`src/rtl/mem_mult_ctrl.sv`:
```
// 16x8 register file shared by a host port and a 4x4 shift-add multiply sequencer.
// Each job reads two operand nibbles, multiplies them and writes the byte product back.
module mem_mult_ctrl #(
    parameter int ADDR_W = 4,
    parameter int DATA_W = 8
) (
    input  logic              clk,
    input  logic              rst,
    input  logic              host_we,
    input  logic [ADDR_W-1:0] host_addr,
    input  logic [DATA_W-1:0] host_wdata,
    output logic [DATA_W-1:0] host_rdata,
    input  logic              start,
    input  logic [ADDR_W-1:0] src_a,
    input  logic [ADDR_W-1:0] src_b,
    input  logic [ADDR_W-1:0] dst,
    output logic              busy,
    output logic              done,
    output logic [DATA_W-1:0] product
);

    localparam int DEPTH = 2 ** ADDR_W;

    typedef enum logic [2:0] {
        IDLE = 3'd0,
        RD_A = 3'd1,
        RD_B = 3'd2,
        MUL  = 3'd3,
        WR   = 3'd4,
        DONE = 3'd5
    } state_t;

    state_t            state;
    logic [DATA_W-1:0] mem [DEPTH];
    logic [ADDR_W-1:0] src_a_l;
    logic [ADDR_W-1:0] src_b_l;
    logic [ADDR_W-1:0] dst_l;
    logic [3:0]        m;
    logic [3:0]        q;
    logic [3:0]        a;
    logic              c;
    logic [1:0]        cnt;
    logic [4:0]        sum;
    logic [8:0]        shifted;

    // One shift-add step: conditional add into {C,A}, then shift {C,A,Q} right.
    always_comb begin
        sum     = {c, a};
        if (q[0]) begin
            sum = {1'b0, a} + {1'b0, m};
        end
        shifted = {sum, q} >> 1;
    end

    always_ff @(posedge clk) begin
        if (rst) begin
            state      <= IDLE;
            for (int unsigned i = 0; i < DEPTH; i++) begin
                mem[i] <= '0;
            end
            host_rdata <= '0;
            busy       <= 1'b0;
            done       <= 1'b0;
            product    <= '0;
            src_a_l    <= '0;
            src_b_l    <= '0;
            dst_l      <= '0;
            m          <= '0;
            q          <= '0;
            a          <= '0;
            c          <= 1'b0;
            cnt        <= '0;
        end else begin
            host_rdata <= mem[host_addr];
            // Host writes land only while the sequencer is not using the memory.
            if (host_we && (state == IDLE || state == DONE)) begin
                mem[host_addr] <= host_wdata;
            end
            case (state)
                IDLE: begin
                    if (start) begin
                        src_a_l <= src_a;
                        src_b_l <= src_b;
                        dst_l   <= dst;
                        busy    <= 1'b1;
                        state   <= RD_A;
                    end
                end
                RD_A: begin
                    m     <= mem[src_a_l][3:0];
                    state <= RD_B;
                end
                RD_B: begin
                    q     <= mem[src_b_l][3:0];
                    a     <= '0;
                    c     <= 1'b0;
                    cnt   <= 2'd3;
                    state <= MUL;
                end
                MUL: begin
                    c <= shifted[8];
                    a <= shifted[7:4];
                    q <= shifted[3:0];
                    if (cnt == 2'd0) begin
                        state <= WR;
                    end else begin
                        cnt <= cnt - 2'd1;
                    end
                end
                WR: begin
                    mem[dst_l] <= {a, q};
                    product    <= {a, q};
                    busy       <= 1'b0;
                    done       <= 1'b1;
                    state      <= DONE;
                end
                DONE: begin
                    done  <= 1'b0;
                    state <= IDLE;
                end
                default: begin
                    busy  <= 1'b0;
                    done  <= 1'b0;
                    state <= IDLE;
                end
            endcase
        end
    end

endmodule
```
`config.mk`:
```
export PLATFORM = sky130hd
export DESIGN_NAME = mem_mult_ctrl
export DESIGN_NICKNAME = d
export VERILOG_FILES = /design/src/rtl/mem_mult_ctrl.sv
export SDC_FILE = /design/constraint.sdc
export NUM_CORES = 1
export LEC_CHECK = 0
export ABC_AREA = 1
export CORE_ASPECT_RATIO = 1.4
export CORE_UTILIZATION = 25
export DETAILED_ROUTE_END_ITERATION = 10
export GPL_TIMING_DRIVEN = 1
export HOLD_SLACK_MARGIN = 0.15
export SYNTH_ARGS = -nofsm -noshare
export SYNTH_HDL_FRONTEND = slang
export SYNTH_SLANG_ARGS = --single-unit
```
`constraint.sdc`:
```
create_clock -name clk -period 3.7 [get_ports clk]
set_clock_uncertainty 0.15 [all_clocks]
set_input_delay 0.74 -clock clk [delete_from_list [all_inputs] [get_ports clk]]
set_output_delay 0.74 -clock clk [all_outputs]
set_load 0.05 [all_outputs]
```
==> results.ini, run 1 <==
[status]
status = complete, no violations

[synthesis]
postSynthAreaPerCell_um2 = 8.77
synth_cells = 1113
ys_seq_area_share_pct = 49.8
synth_top_flop_cell = edfxtp_1
netlist_area_um2 = 9760
yosys_warnings = 0
async_reset_ff_share_pct = 0
yosysUniqueCellTypes = 33
synth_seq_cells = 179
synth-edff-count = 128
syn_nets = 1147

[layout]
drive_gt1_share_pct = 15.7
final_common_cell = nand2_1
final_cell_area_um2 = 11300
fill_cells = 4071
final_cells = 1669
layout.cells.most_common_list = 145 x nand2_1, 128 x edfxtp_1, 122 x nand3_1
syn_to_final_growth_pct = 16.1
fin_util_pct = 29.4
n_antenna_cell = 0
final_nets = 1168

[clocking]
cts_resized = 0
clock-root-buffer = clkbuf_16
cts_hold_buf = 0
numCtsBuffers = 17
cts_max_level = 4
cts.clk_slew.worst_paths_ps = 60
postCtsSetupBuffers = 0
clock_sinks = 179
clock_latency_ps = 450
cts_tree = yes
clockBufferDepth = 2

[route]
wl_um = 29000
vias = 8002
drc = 0
antenna_left = 0
wl_per_cell_um = 17.4
routed_via_density = 4.79
drtPass1Iterations = 7
drtIter0Drc = 586

[sta]
relSlewSlack_pct = 45.0
rsz0062_at_grt = false
hold_violations = 0
fmax_mhz = 351
tns_ps = 0
whs_ps = 295
setup_viol = 0
final.min_clock_period_ps = 2850
finalCritPeriodShare_pct = 76.9
tightest_slew_ps = 823
slew_viol_final = 0

[placement]
io_buffers = 45
dp_cells = 1637
gp_congestion = 0.876
postPlaceCellArea_um2 = 10700
place_hpwl_um = 21000

[critical_path]
start_kind = input pin
arrival_ps = 2860
end_kind = flop
required_ps = 3720
reg2reg_slack_ps = 1080
reg2reg_to = mem[12][5]
reg2reg_from = state[2]
crit_type = input pin to flop
slowest_delay_ps = 440
cp_cell_sequence = clkdlybuf4s50_1, inv_2, nand3_4, nand2_1, o21ai_2, inv_2, nand3_4, o21ai_0, buf_4
setup.worst_path.start = rst
worstRegToRegCells = 7
endpoint = mem[12][5]
critical_path.max_fanout = 25
cp_slowest_cell = clkdlybuf4s50_1

[grt]
grt_pass1_wl_um = 44900
overflow = 0
grt_pass1_vias = 7890
grt_start_max_net_pins = 48
track_usage_pct = 15.0
antenna_found_initial = 0

[floorplan]
die_area_um2 = 39800
core_um2 = 38500
start_util_pct = 25.3
row_count = 85
die_w_um = 169
io_pins = 46
die_h_um = 236

[pwr]
irDropWorstVdd_v = 0.000257
leakagePower_nw = 4.08
power_density_nw_per_um2 = 462

[flow_run]
maxCapViolCount = 0

[min_path]
hp-class = flop to flop

[worst min path at each step]
stage	start	endpoint	slack, ps	depth (start not counted)
after global routing	src_b_l[2]	src_b_l[2]	330	2
after CTS	src_b_l[0]	src_b_l[0]	300	2
after global placement	src_b_l[3]	src_b_l[3]	280	2
final	src_b_l[2]	flop	300	2
after floorplan	src_b_l[0]	flop	270	2
after detailed placement	src_b_l[2]	src_b_l[2]	290	2
[sequential cells by signal, summed over array words and instances, names as in the netlist, 3 cells and up, named ones only]
name and cells:
host_rdata 8, m 4, mem 128, dst_l 4
product 8, src_a_l 4, state 3, a 4
src_b_l 4, q 4
[worst max-delay path: cells and delay by family]
kind	cells	cell delay (ps)
buffers and inverters	4	880
and+or+nand+nor	3	790
AOI/OAI and AO/OA	2	440
[kinds of logic (layout without fill, tap and decap cells)]
logic type | Yosys count | count (layout) | synth area share, %
and+or+nand+nor | 488 | 488 | 26.4
AOI/OAI and AO/OA | 245 | 245 | 13.7
buffers and inverters | 194 | 228 | 9.09
DFF | 179 | 179 | 49.8
adders and majority gates | 6 | 6 | 0.846
xor gates and xnor gates | 1 | 1 | 0.0898
[final cells by class]
cell class / count / area, um2 / share of cell area (%)
clock inverter: 15 / 230 / 2.03
inverter: 114 / 430 / 3.80
sequential: 179 / 4860 / 42.9
multi-input combinational: 740 / 4010 / 35.4
clock buffer: 17 / 425 / 3.75
timing repair buffer: 82 / 723 / 6.38
tap: 522 / 653 / 5.76
[routing by layer]
layer / share of wire (%) / wire length [um] / track usage, %
met1: 40 / 11500 / 16.7
met5: 0 / 0 / 0
met2: 52 / 14900 / 26.7
met3: 4.1 / 1180 / 2.62
met4: 4.8 / 1390 / 8.60
[power by group]
part	total, W	internal [W]	switching, W
Clock	0.00203	0.00121	0.000822
Combinational	0.000872	0.000259	0.000613
Sequential	0.00234	0.00225	0.0000926
[synth_stat cells, types with 5 or more instances]
master    instances  share of area (%)
ha_1              5               0.64
inv_2            19               0.73
nand3_1         122                6.3
nor3_1           27                1.4
nand2_1         145                5.6
buf_6            14                1.6
a21oi_1          91                4.7
clkbuf_1         45                1.7
buf_4            11               0.85
nor2_1          108                4.2
buf_2             7               0.36
nor2_4            6               0.69
dfxtp_1          51                 10
o211ai_1         27                2.1
nor3_2           70                7.2
edfxtp_1        128                 39
o21ai_0         116                5.9
inv_1            91                3.5
[metrics by stage]
| step | setup slack (ps) | power [W] |
|---|---|---|
| 2_1_floorplan | 991 | 0.00295 |
| 3_3_place_gp | 417 | 0.00324 |
| 3_5_place_dp | 397 | 0.00324 |
| 4_1_cts | 862 | 0.00525 |
| 5_1_grt | 699 | 0.00543 |
| 6_report | 854 | 0.00524 |
Power figures use the tool's default switching activity.
==> inputs of run 2 (changes only) <==
Clock period 3.7 ns to 2.76 ns, I/O delays scaled along.
==> run 2 against run 1 <==
Effect of this change: final area rose by 2.8%; cell count rose by 2.2%; largest power group unchanged; global-route usage rose by 0.12 points; die area unchanged; count of clock-buffer cells in the layout rose by 7; total power rose by 29%; first-iteration DRC count decreased by 17%; highest routed layer unchanged; critical path depth decreased by 8.
==> results.ini, run 2 (synthesized netlist as in run 1, its figures left out) <==
[floorplan]
die_h_um = 236  ; unchanged
core_um2 = 38500  ; unchanged
start_util_pct = 25.3  ; unchanged
die_w_um = 169  ; unchanged
row_count = 85  ; unchanged
die_area_um2 = 39800  ; unchanged
io_pins = 46  ; unchanged

[layout]
fill_cells = 4061  ; was 4,071
n_antenna_cell = 0  ; unchanged
drive_gt1_share_pct = 18.0  ; was 15.7%
final_nets = 1205  ; was 1,168
syn_to_final_growth_pct = 19.4  ; was 16.1%
layout.cells.most_common_list = 145 x nand2_1, 128 x edfxtp_1, 122 x nand3_1  ; unchanged
regArea_um2 = 4860  ; unchanged
largestRegisters = mem (128), host_rdata (8), product (8)  ; unchanged
final_common_cell = nand2_1  ; unchanged
largest_reg_flops = 128  ; unchanged
multi_input_area_um2 = 4010  ; unchanged
largest_register = mem  ; unchanged

[route]
vias = 7989  ; was 8,002
wl_um = 28900  ; was 29,000 um
wl_per_cell_um = 16.9  ; was 17.4 um
routed_via_density = 4.68  ; was 4.79
antenna_left = 0  ; unchanged
drtIter0Drc = 487  ; was 586
drtPass1Iterations = 5  ; was 7
drc = 0  ; unchanged

[flow_run]
maxCapViolCount = 0  ; unchanged

[placement]
io_buffers = 45  ; unchanged
place_hpwl_um = 21400  ; was 21,000 um
gp_congestion = 0.883  ; was 0.876

[critical_path]
end_kind = primary output  ; was flop
critical_path.max_fanout = 1  ; was 25
crit_type = flop to primary output  ; was input pin to flop
reg2reg_slack_ps = 360  ; was 1080 ps
cp.buffers_inverters = 1  ; was 4
arrival_ps = 1790  ; was 2860 ps
cp_slowest_cell = clkdlybuf4s50_1  ; unchanged
required_ps = 2060  ; was 3720 ps
slowest_delay_ps = 880  ; was 440 ps
start_kind = flop  ; was input pin
crit_family = buffers and inverters  ; unchanged
cp_cell_sequence = clkdlybuf4s50_1  ; was clkdlybuf4s50_1, inv_2, nand3_4, nand2_1, o21ai_2, inv_2, nand3_4, o21ai_0, buf_4

[clocking]
cts_tree = yes  ; unchanged
cts_max_level = 4  ; unchanged
cts.clk_slew.worst_paths_ps = 60  ; about the same
clockBufferDepth = 2  ; unchanged
clock-root-buffer = clkbuf_16  ; unchanged
postCtsSetupBuffers = 0  ; unchanged
numCtsBuffers = 17  ; unchanged
clock_sinks = 179  ; unchanged
cts_resized = 0  ; unchanged
clock_latency_ps = 450  ; about the same
cts_hold_buf = 0  ; unchanged

[sta]
hold_violations = 0  ; unchanged
fmax_mhz = 402
relSlewSlack_pct = 54.3  ; was 45.0%
setup_viol = 0  ; unchanged
whs_ps = 292  ; was 295 ps
rsz0062_at_grt = false  ; unchanged
tightest_slew_ps = 685  ; was 823 ps
finalCritPeriodShare_pct = 90.2
tns_ps = 0  ; unchanged
slew_viol_final = 0  ; unchanged
final.min_clock_period_ps = 2490

[pwr]
irDropWorstVdd_v = 0.000294  ; was 0.000257 V
power_density_nw_per_um2 = 581  ; was 462 nW/um2
pwr-share-comb_pct = 18.4  ; was 16.6%
intPower_w = 0.00480  ; was 0.00371 W
switchingPower_w = 0.00197  ; was 0.00153 W
power_w = 0.00676  ; was 0.00524 W
netSwitchingFraction_pct = 29.1  ; about the same
seq_power_share_pct = 46.2  ; was 44.7%
clkPwrFrac_pct = 35.4  ; was 38.7%
leakagePower_nw = 4.27  ; was 4.08 nW

[grt]
track_usage_pct = 15.1  ; was 15.0%
grt_pass1_vias = 7977  ; was 7,890
grt_start_max_net_pins = 75  ; was 48
antenna_found_initial = 0  ; unchanged
overflow = 0  ; unchanged
grt_pass1_wl_um = 45500  ; was 44,900 um

[status]
status = complete, no violations  ; unchanged

[min_path]
hp-class = flop to flop  ; unchanged

run 2: cell types whose count changed in the layout (fill, tap and decap cells not counted), sizes merged:
cell      delta
buf         +37
clkinvlp     -3
inv          -1
clkinv       +1
bufinv       -4
clkbuf       +7
run 2: routing by layer:
metal,up-vias,share of wire (%),global-route usage (%)
li1,3917,-,-
met1,3772,38,16.5
met2,233,52,27.2
met3,67,4.6,2.58
met4,0,5.3,9.20
met5,-,0,0
run 2: worst paths after layout:
path,start,to,depth (start not counted)
setup / recovery,host_rdata[3],host_rdata[3],1
setup reg to reg,state[2],mem[12][1],8
hold / removal,src_b_l[3],src_b_l[3],2
hold reg to reg,src_b_l[3],src_b_l[3],2
run 2: layout make-up:
class | count | area share [%]
clock buffer | 24 | 4.34
clock inverter | 8 | 0.644
inverter | 114 | 3.69
multi-input combinational | 740 | 34.4
sequential | 179 | 41.8
tap | 522 | 5.61
timing repair buffer | 119 | 9.56
run 2: power groups by stage:
| stage | combinational (W) | sequential (W) | clock [W] |
|---|---|---|---|
| after floorplan | 0.000785 | 0.00317 | 0 |
| after global placement | 0.00122 | 0.00318 | 0 |
| after detailed placement | 0.00123 | 0.00318 | 0 |
| after CTS | 0.00124 | 0.00313 | 0.00244 |
| after global routing | 0.00136 | 0.00314 | 0.00252 |
| final | 0.00124 | 0.00313 | 0.00239 |
run 2: per-stage QoR:
stage          utilization, %  setup WS, ps  cell area (um2)  cells
2_1_floorplan               -           239             9760   1113
3_3_place_gp             28.8         -33.0            11100   1674
3_5_place_dp             28.8         -30.1            11100   1674
4_1_cts                  30.3           260            11600   1706
5_1_grt                  30.3           136            11600   1706
6_report                 30.3           270            11600   1706
run 2: worst reg2reg max path, cell delays in order, from the launching register on:
cell and delay (ps):
dfxtp_1 470, inv_1 140, o21ai_0 250, nand3_1 190, nand2_4 150, buf_4 130
nand3_4 130, o21ai_0 300, buf_4 200
